File: src/rtl/hybrid_arith_pkg.sv
// Shared constants for the HybridCore arithmetic unit (multiplier and divider).
// Latency: n/a (package only).
// Backpressure: n/a (package only).
//
// Contents: FSM state encoding shared by the start/done sequencers and the
// default operand width used by both the multiplier and the reciprocal divider.
package hybrid_arith_pkg;

    // Default operand width; results use the 8.8 fixed-point convention.
    localparam int ARITH_W = 8;

    // Sequencer state encoding (kept as plain constants for legacy tooling).
    localparam logic [1:0] ST_IDLE = 2'd0;
    localparam logic [1:0] ST_RUN  = 2'd1;
    localparam logic [1:0] ST_DONE = 2'd2;

endpackage

File: src/rtl/seq_multiplier_if.sv
// Start/done request bus between the arithmetic unit and the sequential multiplier.
// Latency: n/a (wires only).
// Backpressure: requester watches busy; a start seen while busy is dropped by the slave.
//
// Signals: start (req), a/b (operands, WIDTH), busy, done (1-cycle pulse),
// product (2*WIDTH, held until the next accepted request completes).
// master = requester, slave = multiplier.
interface seq_multiplier_if
    import hybrid_arith_pkg::*;
#(
    parameter int WIDTH = ARITH_W
);
    logic                 start;
    logic [WIDTH-1:0]     a;
    logic [WIDTH-1:0]     b;
    logic                 busy;
    logic                 done;
    logic [2*WIDTH-1:0]   product;

    modport master (
        output start, a, b,
        input  busy, done, product
    );

    modport slave (
        input  start, a, b,
        output busy, done, product
    );
endinterface

File: src/rtl/shift_add_step.sv
// One shift-and-add iteration of the sequential multiplier (purely combinational).
// Latency: 0 cycles.
// Backpressure: none; evaluated every cycle, the caller decides when to register.
//
// Ports: acc/mcand (2*WIDTH) and mplier (WIDTH) in; next acc, mcand, mplier out.
module shift_add_step #(
    parameter int WIDTH = 8
) (
    input  logic [2*WIDTH-1:0] acc,
    input  logic [2*WIDTH-1:0] mcand,
    input  logic [WIDTH-1:0]   mplier,
    output logic [2*WIDTH-1:0] acc_nxt,
    output logic [2*WIDTH-1:0] mcand_nxt,
    output logic [WIDTH-1:0]   mplier_nxt
);
    // Sum wraps modulo 2^(2*WIDTH); a WIDTH x WIDTH product never exceeds that.
    assign acc_nxt    = mplier[0] ? (acc + mcand) : acc;
    assign mcand_nxt  = mcand << 1;
    assign mplier_nxt = mplier >> 1;
endmodule

File: src/rtl/seq_multiplier.sv
// Sequential shift-and-add multiplier, WIDTH x WIDTH -> 2*WIDTH, one multiplier bit per clock.
// Latency: fixed; start sampled at edge k gives done high in the cycle after edge k+WIDTH.
// Backpressure: start is ignored while busy (no queueing); accepted in IDLE or in the done cycle.
//
// Ports: clk, rst (synchronous, active-high), bus (seq_multiplier_if.slave).
// Build option: define SEQ_MULT_SIGNED_EN for two's-complement operands
// (magnitudes are multiplied and the sign applied when the result lands).
module seq_multiplier
    import hybrid_arith_pkg::*;
#(
    parameter int WIDTH = ARITH_W
) (
    input  logic               clk,
    input  logic               rst,
    seq_multiplier_if.slave    bus
);
    localparam int PW = 2 * WIDTH;
    localparam int CW = $clog2(WIDTH) + 1;

    logic [1:0]       state;
    logic [PW-1:0]    acc;
    logic [PW-1:0]    mcand;
    logic [WIDTH-1:0] mplier;
    logic [CW-1:0]    cnt;
    logic [PW-1:0]    product_q;

    logic [PW-1:0]    acc_nxt;
    logic [PW-1:0]    mcand_nxt;
    logic [WIDTH-1:0] mplier_nxt;

    logic             accept;
    logic             last;
    logic [WIDTH-1:0] a_mag;
    logic [WIDTH-1:0] b_mag;
    logic [PW-1:0]    result;

    shift_add_step #(.WIDTH(WIDTH)) u_step (
        .acc        (acc),
        .mcand      (mcand),
        .mplier     (mplier),
        .acc_nxt    (acc_nxt),
        .mcand_nxt  (mcand_nxt),
        .mplier_nxt (mplier_nxt)
    );

    // start only counts when no operation is in flight.
    assign accept = bus.start && ((state == ST_IDLE) || (state == ST_DONE));
    assign last   = (cnt == CW'(WIDTH - 1));

`ifdef SEQ_MULT_SIGNED_EN
    logic sign_q;

    // |most-negative| is 2^(WIDTH-1), which still fits as an unsigned WIDTH-bit value.
    always_comb begin
        a_mag = bus.a[WIDTH-1] ? (-bus.a) : bus.a;
        b_mag = bus.b[WIDTH-1] ? (-bus.b) : bus.b;
    end

    // The last step's sum is used directly so the product lands on the RUN->DONE edge.
    assign result = sign_q ? (-acc_nxt) : acc_nxt;

    always_ff @(posedge clk) begin
        if (rst) begin
            sign_q <= 1'b0;
        end else if (accept) begin
            sign_q <= bus.a[WIDTH-1] ^ bus.b[WIDTH-1];
        end
    end
`else
    assign a_mag  = bus.a;
    assign b_mag  = bus.b;
    assign result = acc_nxt;
`endif

    always_ff @(posedge clk) begin
        if (rst) begin
            state     <= ST_IDLE;
            acc       <= '0;
            mcand     <= '0;
            mplier    <= '0;
            cnt       <= '0;
            product_q <= '0;
        end else if (accept) begin
            // product_q is left alone: the previous result stays visible until the new one lands.
            state  <= ST_RUN;
            acc    <= '0;
            mcand  <= {{WIDTH{1'b0}}, a_mag};
            mplier <= b_mag;
            cnt    <= '0;
        end else begin
            case (state)
                ST_RUN: begin
                    acc    <= acc_nxt;
                    mcand  <= mcand_nxt;
                    mplier <= mplier_nxt;
                    cnt    <= cnt + CW'(1);
                    if (last) begin
                        state     <= ST_DONE;
                        product_q <= result;
                    end
                end
                // DONE without a new start, and any unused encoding, fall back to IDLE.
                default: state <= ST_IDLE;
            endcase
        end
    end

    assign bus.busy    = (state == ST_RUN);
    assign bus.done    = (state == ST_DONE);
    assign bus.product = product_q;

endmodule

File: src/flat_wrapper.sv
// flat-port wrapper written by rule: the top's interface ports become plain ports
module seq_multiplier_flat import hybrid_arith_pkg::*;
#(
    parameter int WIDTH = ARITH_W
)
  (clk, rst, bus_start, bus_a, bus_b, bus_busy, bus_done, bus_product);
  seq_multiplier_if #(.WIDTH(WIDTH)) bus_i ();
  input  logic clk;
  input  logic rst;
  input wire logic [$bits(bus_i.start)-1:0] bus_start;
  input wire logic [$bits(bus_i.a)-1:0] bus_a;
  input wire logic [$bits(bus_i.b)-1:0] bus_b;
  output wire logic [$bits(bus_i.busy)-1:0] bus_busy;
  output wire logic [$bits(bus_i.done)-1:0] bus_done;
  output wire logic [$bits(bus_i.product)-1:0] bus_product;
  assign bus_i.start = bus_start;
  assign bus_i.a = bus_a;
  assign bus_i.b = bus_b;
  assign bus_busy = bus_i.busy;
  assign bus_done = bus_i.done;
  assign bus_product = bus_i.product;
  seq_multiplier #(.WIDTH(WIDTH)) u_core (.clk(clk), .rst(rst), .bus(bus_i));
endmodule
File: config.mk
export PLATFORM = sky130hd
export DESIGN_NAME = seq_multiplier_flat
export DESIGN_NICKNAME = d
export VERILOG_FILES = /design/src/rtl/hybrid_arith_pkg.sv /design/src/rtl/seq_multiplier_if.sv /design/src/rtl/shift_add_step.sv /design/src/rtl/seq_multiplier.sv /design/src/flat_wrapper.sv
export SDC_FILE = /design/constraint.sdc
export NUM_CORES = 1
export LEC_CHECK = 0
export ABC_AREA = 1
export BUFFER_PORTS_ARGS = -buffer_cell sky130_fd_sc_hd__buf_2
export CORE_AREA = 4 4 152 81
export DETAILED_ROUTE_END_ITERATION = 16
export DIE_AREA = 0 0 156 85
export PLACE_DENSITY = 0.54
export SYNTH_ARGS = -nofsm -noshare
export SYNTH_HDL_FRONTEND = slang
export SYNTH_HIERARCHICAL = 1
export SYNTH_SLANG_ARGS = --single-unit
File: constraint.sdc
create_clock -name clk -period 3.86 [get_ports clk]
set_input_delay 0.386 -clock clk [delete_from_list [all_inputs] [get_ports clk]]
set_output_delay 0.386 -clock clk [all_outputs]
set_load 0.01 [all_outputs]
==> out/metrics.csv <==
metric,value,unit
hold_viol,0,
first_pass_iters,4,
viasPerCell,4.375,
p_leak,2.326,nW
grt_pass1_wl,15270,microns
p_int,1.291,mW
pwr-share-clk,50.8,%
clock_path_buffers,2,
yosysSeqAreaShare,32.13,%
postCtsHoldBufs,0,
synthTopCellsByCount,"nand2_1, inv_1, dfxtp_1",
n_antenna_cell,0,
cp_max_fo,3,
die_area,13260,sq um
status,"finished, final reports clean",
core-area,10840,sq um
final.setup.tns,0,ns
fin_util,39.58,%
cts_made_buffers,9,
synth_edf_count,0,
syn_to_final_growth,11.11,%
tightest_slew,0.6540,ns
crit_type,reg -> reg,
cts_max_level,3,
worstPathArrival,2.23,ns
nets,671,
synth_area_leaders,"dfxtp_1, nand2_1, inv_1",
die_y,85,microns
grt_pass1_vias,3231,
netlist_area,3862,sq um
clk_transition_reported_paths,0.05,ns
cts-root-buf,clkbuf_16,
synth_top_area_share,32.13,%
ir_drop,0.1847,mV
synth_cell_type_count,30,
swShare,24.34,%
crit_required,4.11,ns
setup_viol,0,
cts_tree,built,
netlist_instances,629,
drc,0,
initial_utilization,35.62,%
grt_antenna_before_repair,0,
slew_headroom,56.34,%
dieWidth,156,microns
critPathLaunchType,flip-flop,
antenna_left,0,
dp_hpwl,6198,microns
grt_max_degree,49,
ctsResizeCount,0,
clk_latency,0.33,ns
yosysTopAreaCell,dfxtp_1,
yosysWarnings,6,
io_pins,37,
overflow,0,
maxCapViolations,0,
power.density,397.6,nW/um^2
synth_async_sr_flop_share,0,%
ys.flop_type,dfxtp_1,
grt_usage,14.22,%
initialDrtViolationCount,148,
place.gp.congestion,0.9015,
holdCritPathClass,in -> reg,
rows,27,
pwr-share-comb,9.2,%
postCtsSetupBuffers,0,
layout_min_cycle_time,1.975,ns
ys_seq_elements,62,
io_buffers,36,
vias,3434,
wl_per_cell,11.24,microns
routed_wl,8820,microns
p_seq_share,40.0,%
end_kind,flip-flop,
drive_gt1_share,11.56,%
cts.sinks,62,
rsz0062_at_grt,no,
avgSynthCellArea,6.141,sq um
yosysMostFrequentCell,nand2_1,
fmax,506.2,MHz
fin_crit_sh,51.18,%
fillers,1200,
drv_slew,0,
p_switching,415.2,uW
clock_skew,0.004152,ns
==> sequential cells by signal, summed over array words and instances, names as in the netlist <==
| signal | flops |
|---|---|
| u_core/acc | 16 |
| u_core/bus.product | 16 |
| u_core/mcand | 16 |
| u_core/mplier | 8 |
| u_core/cnt | 4 |
| u_core/state | 2 |
==> per-layer routing <==
layer / vias up / wire length (microns) / track usage, % / part of all wire (%)
met3: 11 / 361 / 4.126 / 4.1
met2: 54 / 3749 / 21.71 / 43
met4: 0 / 114 / 4.289 / 1.3
met1: 1471 / 4594 / 19.42 / 52
li1: 1898 / - / - / -
met5: - / 0 / 0 / 0
==> per-stage QoR <==
stage | hold slack, ns | total power, mW | setup WS (ns) | cells | area, sq um
after detailed placement | 0.4580 | 0.8562 | 1.900 | 769 | 3968
after CTS | 0.2345 | 1.730 | 1.893 | 785 | 4292
after global placement | 0.4598 | 0.8553 | 1.945 | 769 | 3968
final | 0.2466 | 1.706 | 1.885 | 785 | 4292
after floorplan | 0.4551 | 0.8354 | 2.135 | 630 | 3866
after global routing | 0.2538 | 1.790 | 1.667 | 785 | 4292
==> power by group through the flow <==
stage          sequential [mW]  combinational, mW  clock, mW
2_1_floorplan            0.687              0.149          0
3_3_place_gp             0.696              0.159          0
5_1_grt                  0.686              0.186      0.918
4_1_cts                  0.683              0.160      0.887
3_5_place_dp             0.697              0.159          0
6_report                 0.683              0.157      0.866
==> placed cells by master, fill, tap and decap left out, drive strengths merged <==
cell type	synthesis	final
a21oi	34	34
nand4	1	1
nand3b	3	3
or2	5	5
nand2	249	249
nor2	53	53
clkinv	0	2
conb	1	2
clkbuf	5	10
inv	93	93
clkinvlp	0	2
bufinv	0	2
nor3b	1	1
nor3	3	3
and2	2	2
o21ai	4	4
fa	1	1
xnor2	3	3
dfxtp	62	62
nand3	54	54
buf	39	38
ha	16	16
==> logic make-up after synthesis <==
group           synth area share (%)
compound gates                 4.924
xor+xnor                      0.6804
fa+ha+maj                      5.701
buf+inv                        16.16
flops                          32.13
other cells                  0.09709
simple gates                   40.30
==> critical path, cell delays in order, from the launching register on <==
cell     delay (ns)
dfxtp_1        0.32
ha_1           0.22
fa_1           0.38
nand2_1        0.10
nand2_1        0.08
and2_4         0.16
nand3_1        0.09
nand3_1        0.07
nand2_1        0.06
nand3_1        0.10
nand2_1        0.13
nand2_1        0.06
a21oi_1        0.14
==> layout make-up <==
| class | count | area [sq um] | area share, % |
|---|---|---|---|
| Tap cell | 145 | 181.4 | 4.227 |
| Timing Repair Buffer | 38 | 195.2 | 4.548 |
| Clock buffer | 10 | 239.0 | 5.569 |
| Multi-Input combinational cell | 431 | 2001 | 46.62 |
| Clock inverter | 6 | 85.08 | 1.983 |
| Sequential cell | 62 | 1241 | 28.92 |
| Inverter | 93 | 349.1 | 8.134 |
==> worst paths after layout <==
| path | from | endpoint | slack [ns] | depth (start not counted) |
|---|---|---|---|---|
| max reg2reg | u_core/acc[0]$_SDFFE_PP0N_ | u_core/acc[12]$_SDFFE_PP0N_ | 1.88 | 12 |
| min reg2reg | u_core/bus.product[3]$_SDFFE_PP0P_ | u_core/bus.product[3]$_SDFFE_PP0P_ | 0.46 | 2 |
| max | u_core/acc[0]$_SDFFE_PP0N_ | u_core/acc[12]$_SDFFE_PP0N_ | 1.88 | 12 |
| min | rst | u_core/state[0]$_SDFFE_PP0P_ | 0.25 | 2 |
Note: power is estimated with default switching activity, not from simulation.
